==> config.mk <==
export PLATFORM = sky130hd
export DESIGN_NAME = map_render
export DESIGN_NICKNAME = d
export VERILOG_FILES = /design/src/rtl/map_pkg.sv /design/src/rtl/map_scroll_ctr.sv /design/src/rtl/map_render.sv
export SDC_FILE = /design/constraint.sdc
export NUM_CORES = 1
export LEC_CHECK = 0
export CAP_MARGIN = 10
export CORE_MARGIN = 1
export CORE_UTILIZATION = 46
export CTS_CLUSTER_SIZE = 16
export DETAILED_ROUTE_END_ITERATION = 7
export DONT_BUFFER_PORTS = 1
export GPL_TIMING_DRIVEN = 0
export PLACE_DENSITY_LB_ADDON = 0.1
export SLEW_MARGIN = 20
export SYNTH_ARGS = -nofsm -noshare
export SYNTH_HDL_FRONTEND = slang
export SYNTH_SLANG_ARGS = --single-unit
export TNS_END_PERCENT = 100
==> constraint.sdc <==
create_clock -name clk -period 4.2 [get_ports clk]
set_input_delay 1.26 -clock clk [delete_from_list [all_inputs] [get_ports clk]]
set_output_delay 1.26 -clock clk [all_outputs]
set_load 0.05 [all_outputs]
==> src/rtl/map_pkg.sv <==
// map_pkg -- constants and block-state encodings shared by the map renderer.
//   MAP_ROWS / MAP_COLS : map store geometry in tiles
//   SCROLL_MAX          : horizontal world width in pixels (MAP_COLS * 32)
//   block_state_t       : cell state codes returned by the map store
//   wrap_scroll()       : single conditional subtract that folds a sum into 0..SCROLL_MAX-1
package map_pkg;

  localparam int MAP_ROWS   = 5;
  localparam int MAP_COLS   = 100;
  localparam int SCROLL_MAX = 3200;

  typedef enum logic [2:0] {
    EMPTY  = 3'b000,
    SOLID  = 3'b001,
    HAZARD = 3'b010
  } block_state_t;

  // Both callers add values whose sum stays below 2*SCROLL_MAX, so one
  // conditional subtract is enough to wrap.
  function automatic logic [12:0] wrap_scroll(input logic [12:0] sum);
    if (sum >= 13'(SCROLL_MAX)) return sum - 13'(SCROLL_MAX);
    else                        return sum;
  endfunction

endpackage

==> src/rtl/map_scroll_ctr.sv <==
// map_scroll_ctr -- horizontal scroll position of the map.
//   clk, rst        : clock, asynchronous active-high reset
//   frame_start     : one-cycle pulse per frame; advances the scroll when run=1
//   run, speed[3:0] : scroll enable and pixels advanced per frame
//   scroll_px[11:0] : current scroll offset in pixels, 0..SCROLL_MAX-1
//   scroll_col[6:0] : registered scroll_px / TILE_W (leftmost visible column)
module map_scroll_ctr
  import map_pkg::*;
#(
  parameter int TILE_W = 32
) (
  input  logic        clk,
  input  logic        rst,
  input  logic        frame_start,
  input  logic        run,
  input  logic [3:0]  speed,
  output logic [11:0] scroll_px,
  output logic [6:0]  scroll_col
);

  localparam int SHIFT = $clog2(TILE_W);

  logic [12:0] sum;
  logic [12:0] wrapped;
  logic [11:0] next_px;

  always_comb begin
    sum     = {1'b0, scroll_px} + {9'd0, speed};
    wrapped = wrap_scroll(sum);
    next_px = scroll_px;
    if (frame_start && run) next_px = wrapped[11:0];
  end

  // scroll_col is loaded from the same next value so it never lags scroll_px.
  always_ff @(posedge clk or posedge rst) begin
    if (rst) begin
      scroll_px  <= '0;
      scroll_col <= '0;
    end else begin
      scroll_px  <= next_px;
      scroll_col <= 7'(next_px >> SHIFT);
    end
  end

endmodule

==> src/rtl/map_render.sv <==
// map_render -- two-stage tile renderer for a horizontally scrolling map.
//   clk, rst                 : clock, asynchronous active-high reset
//   frame_start, run, speed  : scroll control (see map_scroll_ctr)
//   pix_valid, pix_x, pix_y  : pixel request from the VGA timing stage
//   map_index_y/x            : registered address to the map store
//   map_r/g/b, map_state     : combinational cell data from the map store
//   out_valid, out_r/g/b,
//   out_state                : rendered pixel, 2 cycles after the request
//   scroll_col               : leftmost visible map column
// Build option: define MAP_GRID_EN to blank the colour on tile borders.
module map_render
  import map_pkg::*;
#(
  parameter int TILE_W = 32,
  parameter int TILE_H = 96
) (
  input  logic       clk,
  input  logic       rst,
  input  logic       frame_start,
  input  logic       run,
  input  logic [3:0] speed,
  input  logic       pix_valid,
  input  logic [9:0] pix_x,
  input  logic [9:0] pix_y,
  output logic [2:0] map_index_y,
  output logic [6:0] map_index_x,
  input  logic [3:0] map_r,
  input  logic [3:0] map_g,
  input  logic [3:0] map_b,
  input  logic [2:0] map_state,
  output logic       out_valid,
  output logic [3:0] out_r,
  output logic [3:0] out_g,
  output logic [3:0] out_b,
  output logic [2:0] out_state,
  output logic [6:0] scroll_col
);

  localparam int SHIFT = $clog2(TILE_W);

  logic [11:0] scroll_px;

  map_scroll_ctr #(.TILE_W(TILE_W)) u_scroll (
    .clk        (clk),
    .rst        (rst),
    .frame_start(frame_start),
    .run        (run),
    .speed      (speed),
    .scroll_px  (scroll_px),
    .scroll_col (scroll_col)
  );

  // Row lookup by compare chain; anything past the last row clamps to row 4.
  function automatic logic [2:0] row_of(input logic [9:0] y);
    int yi;
    yi = int'(y);
    if      (yi < TILE_H)     return 3'd0;
    else if (yi < 2 * TILE_H) return 3'd1;
    else if (yi < 3 * TILE_H) return 3'd2;
    else if (yi < 4 * TILE_H) return 3'd3;
    else                      return 3'd4;
  endfunction

  // scroll_px is the pre-update value here, so a pixel issued on a
  // scroll-update cycle still sees the old offset.
  logic [12:0] world_x;
  always_comb begin
    world_x = wrap_scroll({3'd0, pix_x} + {1'b0, scroll_px});
  end

`ifdef MAP_GRID_EN
  function automatic logic on_row_line(input logic [9:0] y);
    logic hit;
    hit = 1'b0;
    for (int k = 0; k <= 1023 / TILE_H; k++)
      if (int'(y) == k * TILE_H) hit = 1'b1;
    return hit;
  endfunction

  logic grid_p1;
  always_ff @(posedge clk or posedge rst) begin
    if (rst)            grid_p1 <= 1'b0;
    else if (pix_valid) grid_p1 <= ((world_x & 13'(TILE_W - 1)) == 13'd0) || on_row_line(pix_y);
  end
`endif

  // ---- stage 1: map address ----
  logic vld_p1;
  always_ff @(posedge clk or posedge rst) begin
    if (rst) begin
      vld_p1      <= 1'b0;
      map_index_x <= '0;
      map_index_y <= '0;
    end else begin
      vld_p1 <= pix_valid;
      if (pix_valid) begin
        map_index_x <= 7'(world_x >> SHIFT);
        map_index_y <= row_of(pix_y);
      end
    end
  end

  // ---- stage 2: cell data capture ----
  logic blank;
`ifdef MAP_GRID_EN
  assign blank = grid_p1;
`else
  assign blank = 1'b0;
`endif

  always_ff @(posedge clk or posedge rst) begin
    if (rst) begin
      out_valid <= 1'b0;
      out_r     <= '0;
      out_g     <= '0;
      out_b     <= '0;
      out_state <= EMPTY;
    end else begin
      out_valid <= vld_p1;
      if (vld_p1) begin
        out_r     <= blank ? 4'd0 : map_r;
        out_g     <= blank ? 4'd0 : map_g;
        out_b     <= blank ? 4'd0 : map_b;
        out_state <= map_state;
      end else begin
        out_r     <= '0;
        out_g     <= '0;
        out_b     <= '0;
        out_state <= EMPTY;
      end
    end
  end

endmodule

# Word level (Yosys, flattened, before mapping)
# Index checks and enable logic that the tools add are counted.
# op_classes
addsub	4
magnitude_cmp	6
n_mux	10
reduce_logical	1
# op_table
operator	count
$ge A13 B12 Y1 const B	2
$mux W12	2
$sub A12 B12 Y12 const B	2
$lt A10 B9 Y1 const B	2
$mux W3	5
$add A10 B12 Y13	1
$add A12 B4 Y13	1
$mux W4	3
$lt A10 B7 Y1 const B	1
$lt A10 B8 Y1 const B	1
$logic_and A1 B1 Y1	1
# word_totals
ff_bits	39
input_bits	44
out_inout_bits	33
elab_cells	31

# Longest topological paths before layout
# Gate-level depths: netlist of run 1.
# logic_depth
word_depth	5
mapped_depth	15
ltp_nobuf	15

# By module
# A second synthesis of run 1 with hierarchy kept.
# unflattened
hier_cells	301
area_unflattened_um2	2768.9
# modules_own_cells
mod	instances	cells_each	area_per_inst_um2	seq_area_each_um2
map_render	1	176	1716.6	675.6
map_scroll_ctr	1	125	1052.3	300.3

# Worst setup path after synthesis of run 1
# Ideal clock, no wire load.
# synth_timing
path_type	input to register
from	in speed[0]
to	reg u_scroll.scroll_col[4]
setup_time_ps	80
arrival_ps	4247
t_required_ps	4120
setup_slack_ps	-127
cell_stages	15
path_buffers	0
path_cell_list	ha_1 -> fa_1 -> a211oi_1 -> nor2_1 -> and4_1 -> xnor2_1 -> ha_1 -> nand2b_1 -> a21oi_1 -> a311oi_1 -> o211ai_1 -> o21ai_0 -> o32ai_1 -> a2111oi_2 -> xnor2_1
# synth_between
elab_chain_cells	3
word_cells_on_any_way	4
classes_between	add/sub (2); order compare (1); mux (1)
# synth_lines
element	line_no	text
from (decl)	map_render.sv:21	input logic [3:0] speed,
$add A12 B4 Y13 (*)	map_scroll_ctr.sv:28	sum = {1'b0, scroll_px} + {9'd0, speed};
$sub A12 B12 Y12 / $ge A13 B12 Y1 (equally long branches)	map_pkg.sv:21	if (sum >= 13'(SCROLL_MAX)) return sum - 13'(SCROLL_MAX);
$mux W12 (*)	map_pkg.sv:21	
to (signal assigned)	map_scroll_ctr.sv:41	scroll_col <= 7'(next_px >> SHIFT);
to (decl)	map_scroll_ctr.sv:18	output logic [6:0] scroll_col
# Mark *: on every way between the ends. The rest lies on a longest branch, timed or not.
# A chain may end at the register's enable or synchronous reset.

# Final worst setup path of run 1
# Ends and elaborated chain as after synthesis.

==> results of run 1 <==
[critical path, cell delays in order]
cell,delay [ns]
sky130_fd_sc_hd__ha_1,0.22
sky130_fd_sc_hd__fa_2,0.39
sky130_fd_sc_hd__a211oi_4,0.26
sky130_fd_sc_hd__nor2_2,0.12
sky130_fd_sc_hd__and4_1,0.26
sky130_fd_sc_hd__xnor2_2,0.22
sky130_fd_sc_hd__ha_2,0.26
sky130_fd_sc_hd__nand2b_1,0.08
sky130_fd_sc_hd__a21oi_1,0.15
sky130_fd_sc_hd__a311oi_1,0.07
sky130_fd_sc_hd__o211ai_1,0.16
sky130_fd_sc_hd__o21a_1,0.25
sky130_fd_sc_hd__nor3_1,0.08
sky130_fd_sc_hd__a2111oi_2,0.33
sky130_fd_sc_hd__xnor2_1,0.16
[routing by layer]
| layer | part of all wire (%) | GRT usage [%] | vias up |
|---|---|---|---|
| met5 | 0 | 0 | - |
| met4 | 1.2 | 5.89 | 0 |
| li1 | - | - | 1191 |
| met3 | 3.7 | 3.82 | 8 |
| met1 | 44 | 27.9 | 1161 |
| met2 | 51 | 34.2 | 59 |
[synth_stat cells (4+ instances only)]
cell / number
sky130_fd_sc_hd__o211ai_1: 4
sky130_fd_sc_hd__nand3_1: 11
sky130_fd_sc_hd__ha_1: 16
sky130_fd_sc_hd__nand2_1: 18
sky130_fd_sc_hd__buf_4: 7
sky130_fd_sc_hd__nor2b_1: 5
sky130_fd_sc_hd__nand2b_1: 4
sky130_fd_sc_hd__clkbuf_1: 6
sky130_fd_sc_hd__mux2_2: 6
sky130_fd_sc_hd__dfrtp_1: 39
sky130_fd_sc_hd__and2_1: 19
sky130_fd_sc_hd__a21o_1: 8
sky130_fd_sc_hd__nor4_1: 6
sky130_fd_sc_hd__nand4_1: 7
sky130_fd_sc_hd__a211oi_1: 4
sky130_fd_sc_hd__and3_1: 6
sky130_fd_sc_hd__or3_1: 4
sky130_fd_sc_hd__xnor2_1: 7
sky130_fd_sc_hd__a21oi_1: 23
sky130_fd_sc_hd__xor2_1: 4
sky130_fd_sc_hd__nor3_1: 9
sky130_fd_sc_hd__inv_1: 17
sky130_fd_sc_hd__o21ai_0: 9
sky130_fd_sc_hd__nor2_1: 16
[how the worst max path moves through the flow]
stage | from | cells after the start | end
after floorplan | speed[0] | 15 | u_scroll.scroll_col[4]
after global routing | pix_x[0] | 14 | map_index_x[4]
after CTS | speed[0] | 15 | u_scroll.scroll_col[4]
after detailed placement | speed[0] | 15 | u_scroll.scroll_col[4]
final | speed[0] | 15 | u_scroll.scroll_col[4]
after global placement | speed[0] | 15 | u_scroll.scroll_col[4]
[cells in the final DEF (no fill, tap or decap), types with 3 or more instances in the layout]
| cell type | instances |
|---|---|
| sky130_fd_sc_hd__nand3b_1 | 3 |
| sky130_fd_sc_hd__o21ai_0 | 8 |
| sky130_fd_sc_hd__a21oi_1 | 22 |
| sky130_fd_sc_hd__ha_1 | 15 |
| sky130_fd_sc_hd__nand2b_1 | 4 |
| sky130_fd_sc_hd__o211ai_1 | 4 |
| sky130_fd_sc_hd__and2_1 | 19 |
| sky130_fd_sc_hd__o22ai_1 | 3 |
| sky130_fd_sc_hd__o21a_1 | 3 |
| sky130_fd_sc_hd__and3_1 | 6 |
| sky130_fd_sc_hd__nor2_1 | 15 |
| sky130_fd_sc_hd__nand2_1 | 18 |
| sky130_fd_sc_hd__o21ai_1 | 3 |
| sky130_fd_sc_hd__nor3_1 | 9 |
| sky130_fd_sc_hd__o2111ai_1 | 3 |
| sky130_fd_sc_hd__xnor2_1 | 5 |
| sky130_fd_sc_hd__xnor2_2 | 3 |
| sky130_fd_sc_hd__nand4_1 | 7 |
| sky130_fd_sc_hd__nor4_1 | 6 |
| sky130_fd_sc_hd__nor2b_1 | 5 |
| sky130_fd_sc_hd__nand3_1 | 11 |
| sky130_fd_sc_hd__or3_1 | 4 |
| sky130_fd_sc_hd__inv_1 | 16 |
| sky130_fd_sc_hd__clkbuf_1 | 6 |
| sky130_fd_sc_hd__clkbuf_8 | 5 |
| sky130_fd_sc_hd__dfrtp_1 | 39 |
| sky130_fd_sc_hd__xor2_1 | 4 |
| sky130_fd_sc_hd__buf_4 | 12 |
| sky130_fd_sc_hd__a211oi_1 | 3 |
| sky130_fd_sc_hd__mux2_2 | 6 |
| sky130_fd_sc_hd__a21o_1 | 8 |
| sky130_fd_sc_hd__a211o_1 | 3 |
[cell type report]
cell class / count / area, sq um
tap: 75 / 93.8
buffer: 16 / 88.8
inverter: 18 / 67.6
clock buffer: 5 / 68.8
fill: 557 / 2780
clock inverter: 3 / 43.8
multi-input combinational: 242 / 1780
sequential: 39 / 976
timing repair buffer: 6 / 65.1
[stage by stage]
step	cells	total power, mW	hold slack, ns	worst slack, ns	util [%]
2_1_floorplan	315	1.51	0.413	0.0347	-
3_5_place_dp	391	1.71	0.482	-0.320	50.5
3_3_place_gp	390	1.69	0.480	-0.313	50.0
4_1_cts	399	2.06	0.507	0.0109	52.5
6_report	404	2.09	0.482	0.156	53.4
5_1_grt	404	2.26	0.552	-0.0104	53.4
[where the power goes]
group	internal (mW)	leakage (nW)	total [mW]	switching, mW
registers	0.454	0.477	0.693	0.239
clock network	0.177	0.0581	0.330	0.152
logic	0.447	0.832	1.07	0.625
[logic make-up after synthesis]
group / after synthesis / share of synthesized area [%]
AND/OR/NAND/NOR: 119 / 23.3
AO/OA/AOI/OAI: 85 / 21.4
flip-flops: 39 / 34.1
buffers and inverters: 34 / 5.46
adder cells (fa/ha/maj): 19 / 8.73
XOR/XNOR: 12 / 3.93
multiplexers: 7 / 3.14
[sequential cells by signal, indices dropped and copies added, names as in the netlist]
register	flops
u_scroll.scroll_col	7
out_valid	1
out_state	3
u_scroll.scroll_px	5
out_b	4
vld_p1	1
map_index_x	7
map_index_y	3
out_r	4
out_g	4
[what timing repair did]
action,in CTS,in global routing
pin swaps,0,5
resized for setup,1,3
endpoints found under the setup margin,1,6
setup buffers,0,5
==> impl.org, run 1 <==
** Outcome
- The flow ran to the end, and the final reports show no timing, DRC or antenna violations.

** Logic synthesis
- Dominant cell type by area after synthesis :: sky130_fd_sc_hd__dfrtp_1
- Top post-synthesis cells by area :: sky130_fd_sc_hd__dfrtp_1, sky130_fd_sc_hd__ha_1, sky130_fd_sc_hd__and2_1, sky130_fd_sc_hd__a21oi_1, sky130_fd_sc_hd__nand2_1
- For this run, the number of Yosys warnings is 0.
- Leading register cell type out of synthesis :: sky130_fd_sc_hd__dfrtp_1
- Syn_nets :: roughly 380
- In this run the cell area of the synthesized design comes to 2870 sq um.
- Mean cell area of the mapped netlist :: ~9 sq um
- The share of synthesized area in the top cell type comes to 34.1%.
- In this run, distinct cell masters in the synthesized netlist total 64.
- Counting flops with an async set or reset pin after synthesis yields a share of between 90% and 100%.
- Post-synth EDFFs :: 0
- Post-synthesis cell count :: 315
- Seq cells post-synth :: 39
- Fraction of the yosys area taken by sequential cells :: 34.1%

** Floorplanning
- Number of top-level pins :: just under 80
- Chip height :: approximately 80 um
- Standard cell core area :: a little under 6000 sq um
- The die is 80.9 um wide.
- The die covers about 6500 sq um.
- For this configuration, the core starts out at a cell density of between 40% and 50%.
- Site row count :: 28

** Power and ir drop
- Across the VDD grid, the largest voltage drop is 0.000336 V.
- Power spread over the standard cell area amounts to about 660 nW/um^2.
- Summed over all cells, the static leakage comes to 1.37 nW.

** Hold path
- In this run the most critical hold path is launched from vld_p1.
- Hold endpoint :: out_valid
- The min-delay analysis places its worst path in the category flip-flop to flip-flop.
- Hold-critical path depth :: 0

** Worst setup path
- Data on the critical path is required at its endpoint by approximately 4.4 ns.
- The setup check on the worst reg-to-reg path leaves a slack of 0.69 ns.
- The setup path with the least slack is of type primary input to flip-flop.
- CP Capture Type :: flip-flop
- Max FO, Critical Path :: 6
- Worst reg2reg path endpoint :: u_scroll.scroll_col[4]
- For the worst setup path, the data arrival time is ~4.3 ns.
- Measured in cells, the most critical reg-to-reg path has a length of 15.
- Worst setup SP type :: primary input
- Worst reg2reg startpoint :: u_scroll.scroll_px[0]

** Global route
- Global routing consumed, over all layers together, a little over a fifth of the routing resources.
- The number of antenna violations at the first check in global routing is 0.
- The first global-routing pass estimated ~10000 um of wire.
- Number of global-route vias before repair :: roughly 2200
- Entering global routing, the biggest net connects 21 pins.
- Remaining Overflow, GRT :: 0

** Routing
- Number of iterations in the first detailed-routing pass :: 4
- For this run, design rule violations remaining after detail routing come to 0.
- Ratio of routed vias to standard cells :: 5.99
- Wires add up to 6530 um.
- The count of nets left with antenna violations once routing finished came out at 0.
- Iteration-0 DRC Markers :: 79
- Dividing the detail-routed wire length by the instance count gives between 15 and 20 um.
- Detailed routing inserted a total of 2419 vias.

** Clock network
- Clock network latency to the later pin of the worst-skew pair :: around 0.30 ns
- Clock tree synthesis selected as its root buffer the cell sky130_fd_sc_hd__clkbuf_8.
- TritonCTS built the clock tree.
- The H-tree was split into 2 levels.
- After clock tree synthesis, the flow added hold-fix buffers numbering 0.
- Clock-pin slew of the registers on the worst-case setup and hold paths :: about 0.090 ns
- For this design, the sink count on the clock tree is 39.
- Maximum number of buffers from clock root to sink :: 2
- TritonCTS buffer count :: 5

** Cells and area
- After routing the design area is about 3200 sq um.
- After the last flow step, the layout net total stands at 390.
- Cells with a size suffix above 1 make up ~15% of the layout.
- Number of antenna cells inserted :: 0
- Relative to the synthesized area, the layout overhead comes to 11.0%.

** Place
- Final HPWL DP :: 4890 um
- Number of port buffers :: 0
- At the end of routability-driven placement, the weighted congestion stood at between 0.8 and 0.9.
- Placed standard-cell area :: 3010 sq um

** STA
- For this run, the top clock speed supported by timing is approximately 250 MHz.
- Fin crit share :: 96.3%
- Setup TNS :: 0 ns
- Min cycle time layout :: 4.04 ns
- Clock Skews :: 0.00984 ns
- Setup violation total in the final timing report :: 0
- The total count of max-transition violations in the final report came to 0.
- Count of endpoints failing hold in the final timing report :: 0
- Worst Max-Slew Pin Slew :: ~0.54 ns
- Slew margin rel. :: between 60% and 70%

** Job
- Number of max-cap violations :: 0
(Power assumes the default switching activity.)
==> inputs of run 2 (changes only) <==
--- a/config.mk
+++ b/config.mk
@@ -13,8 +13,9 @@
 export DONT_BUFFER_PORTS = 1
 export GPL_TIMING_DRIVEN = 0
 export PLACE_DENSITY_LB_ADDON = 0.1
-export SLEW_MARGIN = 20
+export SLEW_MARGIN = 0
 export SYNTH_ARGS = -nofsm -noshare
 export SYNTH_HDL_FRONTEND = slang
+export SYNTH_HIERARCHICAL = 1
 export SYNTH_SLANG_ARGS = --single-unit
 export TNS_END_PERCENT = 100
==> run 2 against run 1 <==
Net effect:
- count of clock-buffer cells in the layout is the same
- via count shrank 7.5%
- final cell count shrank 5.7%
- die area shrank 3.3%
- fmax grew 1.2%
- design area shrank 6.3%
- combinational power shrank 5%
- critical endpoint is now u_scroll/scroll_px[9]
- highest routed layer unchanged
==> impl.org, run 2 <==
** Logic synthesis
- The share of Yosys cell area claimed by the top area cell type was 35.2% (+1.2 points).
- The gate count of the mapped netlist is 301 (-4.4%).
- Yosys attributes the largest share of cell area to sky130_fd_sc_hd__dfrtp_1, sky130_fd_sc_hd__ha_1, sky130_fd_sc_hd__and2_1, sky130_fd_sc_hd__nand2_1, sky130_fd_sc_hd__xnor2_1.
- Count of cell types in the netlist :: 67 (+4.7%)
- sky130_fd_sc_hd__dfrtp_1 is the most common cell in the netlist.
- The average footprint of a synthesized cell is 9.20 sq um (+1.1%).
- The largest total area in the synthesized netlist belongs to sky130_fd_sc_hd__dfrtp_1.
- Netlist Area Pre-Place :: 2770 sq um (-3.4%)
- The number of synthesized register bits is 39 (unchanged).
- Leading register cell type out of synthesis :: sky130_fd_sc_hd__dfrtp_1
- The fraction of the yosys area taken by sequential cells was 35.2% (+1.2 points).
- The number of warnings printed during yosys synthesis is 6 (+6).
- Syn_nets :: 363 (-3.7%)
- The fraction of synthesis flops using an asynchronous set or reset pin was 100% (unchanged).
- After synthesis, the most frequently instantiated cells are sky130_fd_sc_hd__dfrtp_1, sky130_fd_sc_hd__nand2_1, sky130_fd_sc_hd__nor2_1.
- Post-synth EDFFs :: 0 (unchanged)

** Place
- The final weighted congestion in routability-driven placement was 0.809 (-0.14%).
- The post-place instance area is 2860 sq um (-4.9%).
- Final HPWL DP :: 4770 um (-2.6%)
- Number of port buffers :: 0 (unchanged)
- Placed cells :: 373 (-4.6%)

** Clock network
- TritonCTS built the clock tree.
- Post-cts resize count :: 0 (-1)
- Cell chosen for the clock root :: sky130_fd_sc_hd__clkbuf_8
- The clock sink count came to 39 (unchanged).
- The maximum count of clock buffers along a single path was 2 (unchanged).
- The worst-skew pair later-pin latency was 0.30 ns (about the same).
- The CTS buffer count was 5 (unchanged).
- The number of buffers added for setup after CTS came to 0 (unchanged).
- The quantity of hold-fixing buffers added after cts came to 0 (unchanged).
- Clock-pin slew of the registers on the worst-case setup and hold paths :: 0.09 ns (about the same)
- H-tree lvl count :: 2 (unchanged)

** STA
- The final count of hold timing violations is 0 (unchanged).
- The total count of max-transition violations in the final report came to 0 (unchanged).
- The slew of the pin with the lowest slew margin came to 1.01 ns (+0.478 ns).
- Min cycle time layout :: 4.00 ns (-0.0475 ns)
- Setup repair after global routing left no endpoint under its margin.
- Clock Skews :: 0.00685 ns (-0.00299 ns)
- The final-layout worst hold slack came to 0.505 ns (+0.0228 ns).
- Slew margin rel. :: 32.4% (-32 points)
- The number of endpoints failing setup at the final stage came to 0 (unchanged).
- Maximum clock frequency :: 250 MHz (+1.2%)
- Fin crit share :: 95.2% (-1.1 points)

** Power and ir drop
- Switching power :: 1.04 mW (+2.3%)
- The sequential fraction of design power is 36.7% (+3.6 points).
- Fraction of power consumed by combinational cells :: 48.1% (-3.1 points)
- The worst supply voltage drop on vdd is 0.000348 V (+3.7%).
- Design Power :: 2.12 mW (+1.0%)
- Clk pwr share :: 15.2% (-0.5 points)
- The internal portion of total power is 1.08 mW (-0.19%).
- The net switching fraction of the power came to 49.1% (+0.61 points).
- The power density relative to cell area was 710 nW/um^2 (+7.8%).
- The leakage power summed over all cells is 1.29 nW (-5.6%).

** Hold path
- The worst hold path terminates at out_valid.
- The worst hold path begins at vld_p1.
- Class of the tightest hold or removal check :: flip-flop to flip-flop
- The cell depth of the worst min-delay path was 0 (unchanged).

** Cells and area
- The fraction of final layout cells with drive strength greater than 1 came to 12.9% (-2.3 points).
- The number of inserted diodes came to 0 (unchanged).
- Final standard cell utilization of the core :: 52.8% (-0.58 points)
- Biggest register :: u_scroll/scroll_px
- The net count reported at finish was 370 (-5.1%).
- The final standard cell count with taps included and fillers excluded came to 381 (-5.7%).
- The top cell types in the final layout, fill and taps aside, are sky130_fd_sc_hd__dfrtp_1, sky130_fd_sc_hd__nand2_1, sky130_fd_sc_hd__nor2_1.
- Synth-to-Final Area Change :: 7.59%
- Leading registers by flop count :: u_scroll/scroll_px (12), map_index_x (7)
- The register with the most flip-flops in the layout has 12 of them.
- Final design instance area without fill :: 2980 sq um (-6.3%)
- The library cell used most frequently in the layout, excluding fill and tap cells, is sky130_fd_sc_hd__dfrtp_1.

** Worst setup path
- Among all stages on the critical path, the largest delay is contributed by sky130_fd_sc_hd__or4_1.
- The critical path in this run is classified as primary input to flip-flop.
- The minimum setup slack among reg-to-reg paths came to 0.73 ns (+0.04 ns).
- Depth of the worst register-to-register path :: 13 (-2)
- STA classifies the critical path endpoint as a flip-flop.
- Walking the worst path, the cells encountered are ha_1 -> fa_1 -> a211oi_2 -> nor3_1 -> xnor2_2 -> ha_1 -> nand2_1 -> mux2_4 -> a32o_2 -> or4_1 -> nand3_1.
- Grouping stages by cell kind, the critical path spends the most delay in adder cells.
- The critical path data arrival time came to 4.23 ns (-0.04 ns).
- The biggest fanout along the worst timing path is 7 (+1).
- Worst reg2reg startpoint :: u_scroll/scroll_px[5]
- Data required time of the worst path :: 4.43 ns (about the same)
- Crit-path most repeated cell :: sky130_fd_sc_hd__ha_1
- STA classifies the critical path startpoint as a primary input.
- Worst reg2reg path endpoint :: map_index_x[2]
- The number of buffer and inverter instances along the worst setup path was 0 (unchanged).
- Slowest stage delay, CP :: 0.48 ns (+0.09 ns)

** Routing
- Iteration-0 DRC Markers :: 56 (-29%)
- Total routed wirelength :: 6220 um (-4.9%)
- The count of vias placed by the detailed router was 2238 (-7.5%).
- The remaining antenna violation count came to 0 (unchanged).
- The average routed wire per standard cell is 16.3 um (+0.89%).
- The number of detailed-route iterations in the first pass was 4 (unchanged).
- Number of design rule violations left after detail routing :: 0 (unchanged)
- Ratio of routed vias to standard cells :: 5.87 (-1.9%)

** Floorplanning
- Site row count :: 27 (-3.6%)
- The vertical extent of the die came to 79.6 um (-1.6%).
- Number of top-level pins :: 77 (unchanged)
- Die Wd :: 79.6 um (-1.6%)
- The die outline area came to 6330 sq um (-3.3%).
- The initial cell density of the core was 49.1% (+0.97 points).
- Standard cell core area :: 5640 sq um (-5.3%)

** Global route
- Wire length of the first global-routing pass :: 10200 um (-1.5%)
- The number of antenna violations at the first check in global routing was 0 (unchanged).
- Total Routing Usage GR :: 20.8% (-0.063 points)
- Number of global-route vias before repair :: 2068 (-4.8%)
- Maximum number of pins on one net before global-route repair :: 28 (+33%)
- The overflow left after global routing is 0 (unchanged).

** Job
- Number of max-cap violations :: 0 (unchanged)

** Outcome
- Run status :: finished clean
==> run 2: cell types whose count changed after synthesis, moves of 5 or more <==
| cell | delta |
|---|---|
| sky130_fd_sc_hd__nor2_1 | +7 |
| sky130_fd_sc_hd__xnor2_1 | +5 |
| sky130_fd_sc_hd__nand2_1 | +10 |
| sky130_fd_sc_hd__inv_1 | -5 |
==> run 2: area by class of cell <==
| cell class | instances | area [sq um] |
|---|---|---|
| Sequential cell | 39 | 976 |
| Clock inverter | 3 | 43.8 |
| Fill cell | 529 | 2660 |
| Buffer | 16 | 108 |
| Clock buffer | 5 | 68.8 |
| Multi-Input combinational cell | 233 | 1640 |
| Inverter | 13 | 48.8 |
| Tap cell | 72 | 90.1 |
==> run 2: worst max path at each step <==
| stage | slack [ns] | from | endpoint | depth (start not counted) |
|---|---|---|---|---|
| floorplan | 0.17 | speed[0] | u_scroll/scroll_px[9] | 11 |
| global placement | -0.16 | speed[0] | u_scroll/scroll_px[9] | 11 |
| detailed placement | -0.19 | speed[0] | u_scroll/scroll_px[9] | 11 |
| CTS | 0.12 | speed[0] | u_scroll/scroll_px[9] | 11 |
| global route | 0.02 | speed[0] | u_scroll/scroll_px[9] | 11 |
| finish | 0.20 | speed[0] | u_scroll/scroll_px[9] | 11 |
==> run 2: stage by stage <==
step,worst slack (ns),TNS [ns]
floorplan,0.173,0
global placement,-0.163,-0.406
detailed placement,-0.191,-0.481
CTS,0.119,0
global route,0.0236,0
finish,0.204,0
==> run 2: per-layer routing <==
metal	vias up	part of all wire, %	global-route usage (%)
met5	-	0	0
met4	0	1.0	5.45
met3	5	4.1	4.46
met2	43	49	33.1
met1	1085	46	28.4
li1	1105	-	-
==> run 2: cells by family after synthesis <==
kind of cell	after synthesis	synth area share, %
AND/OR/NAND/NOR	116	23.1
AO/OA/AOI/OAI	79	20.4
flip-flops	39	35.2
buffers and inverters	29	5.65
adder cells (fa/ha/maj)	18	8.68
XOR/XNOR	15	4.74
multiplexers	5	2.12
==> run 2: power by group through the flow <==
stage / Clock (mW) / Sequential, mW / Combinational, mW
CTS: 0.326 / 0.777 / 1.01
global route: 0.342 / 0.793 / 1.14
floorplan: 0 / 0.748 / 0.833
finish: 0.322 / 0.776 / 1.02
detailed placement: 0 / 0.786 / 1.01
global placement: 0 / 0.782 / 0.986
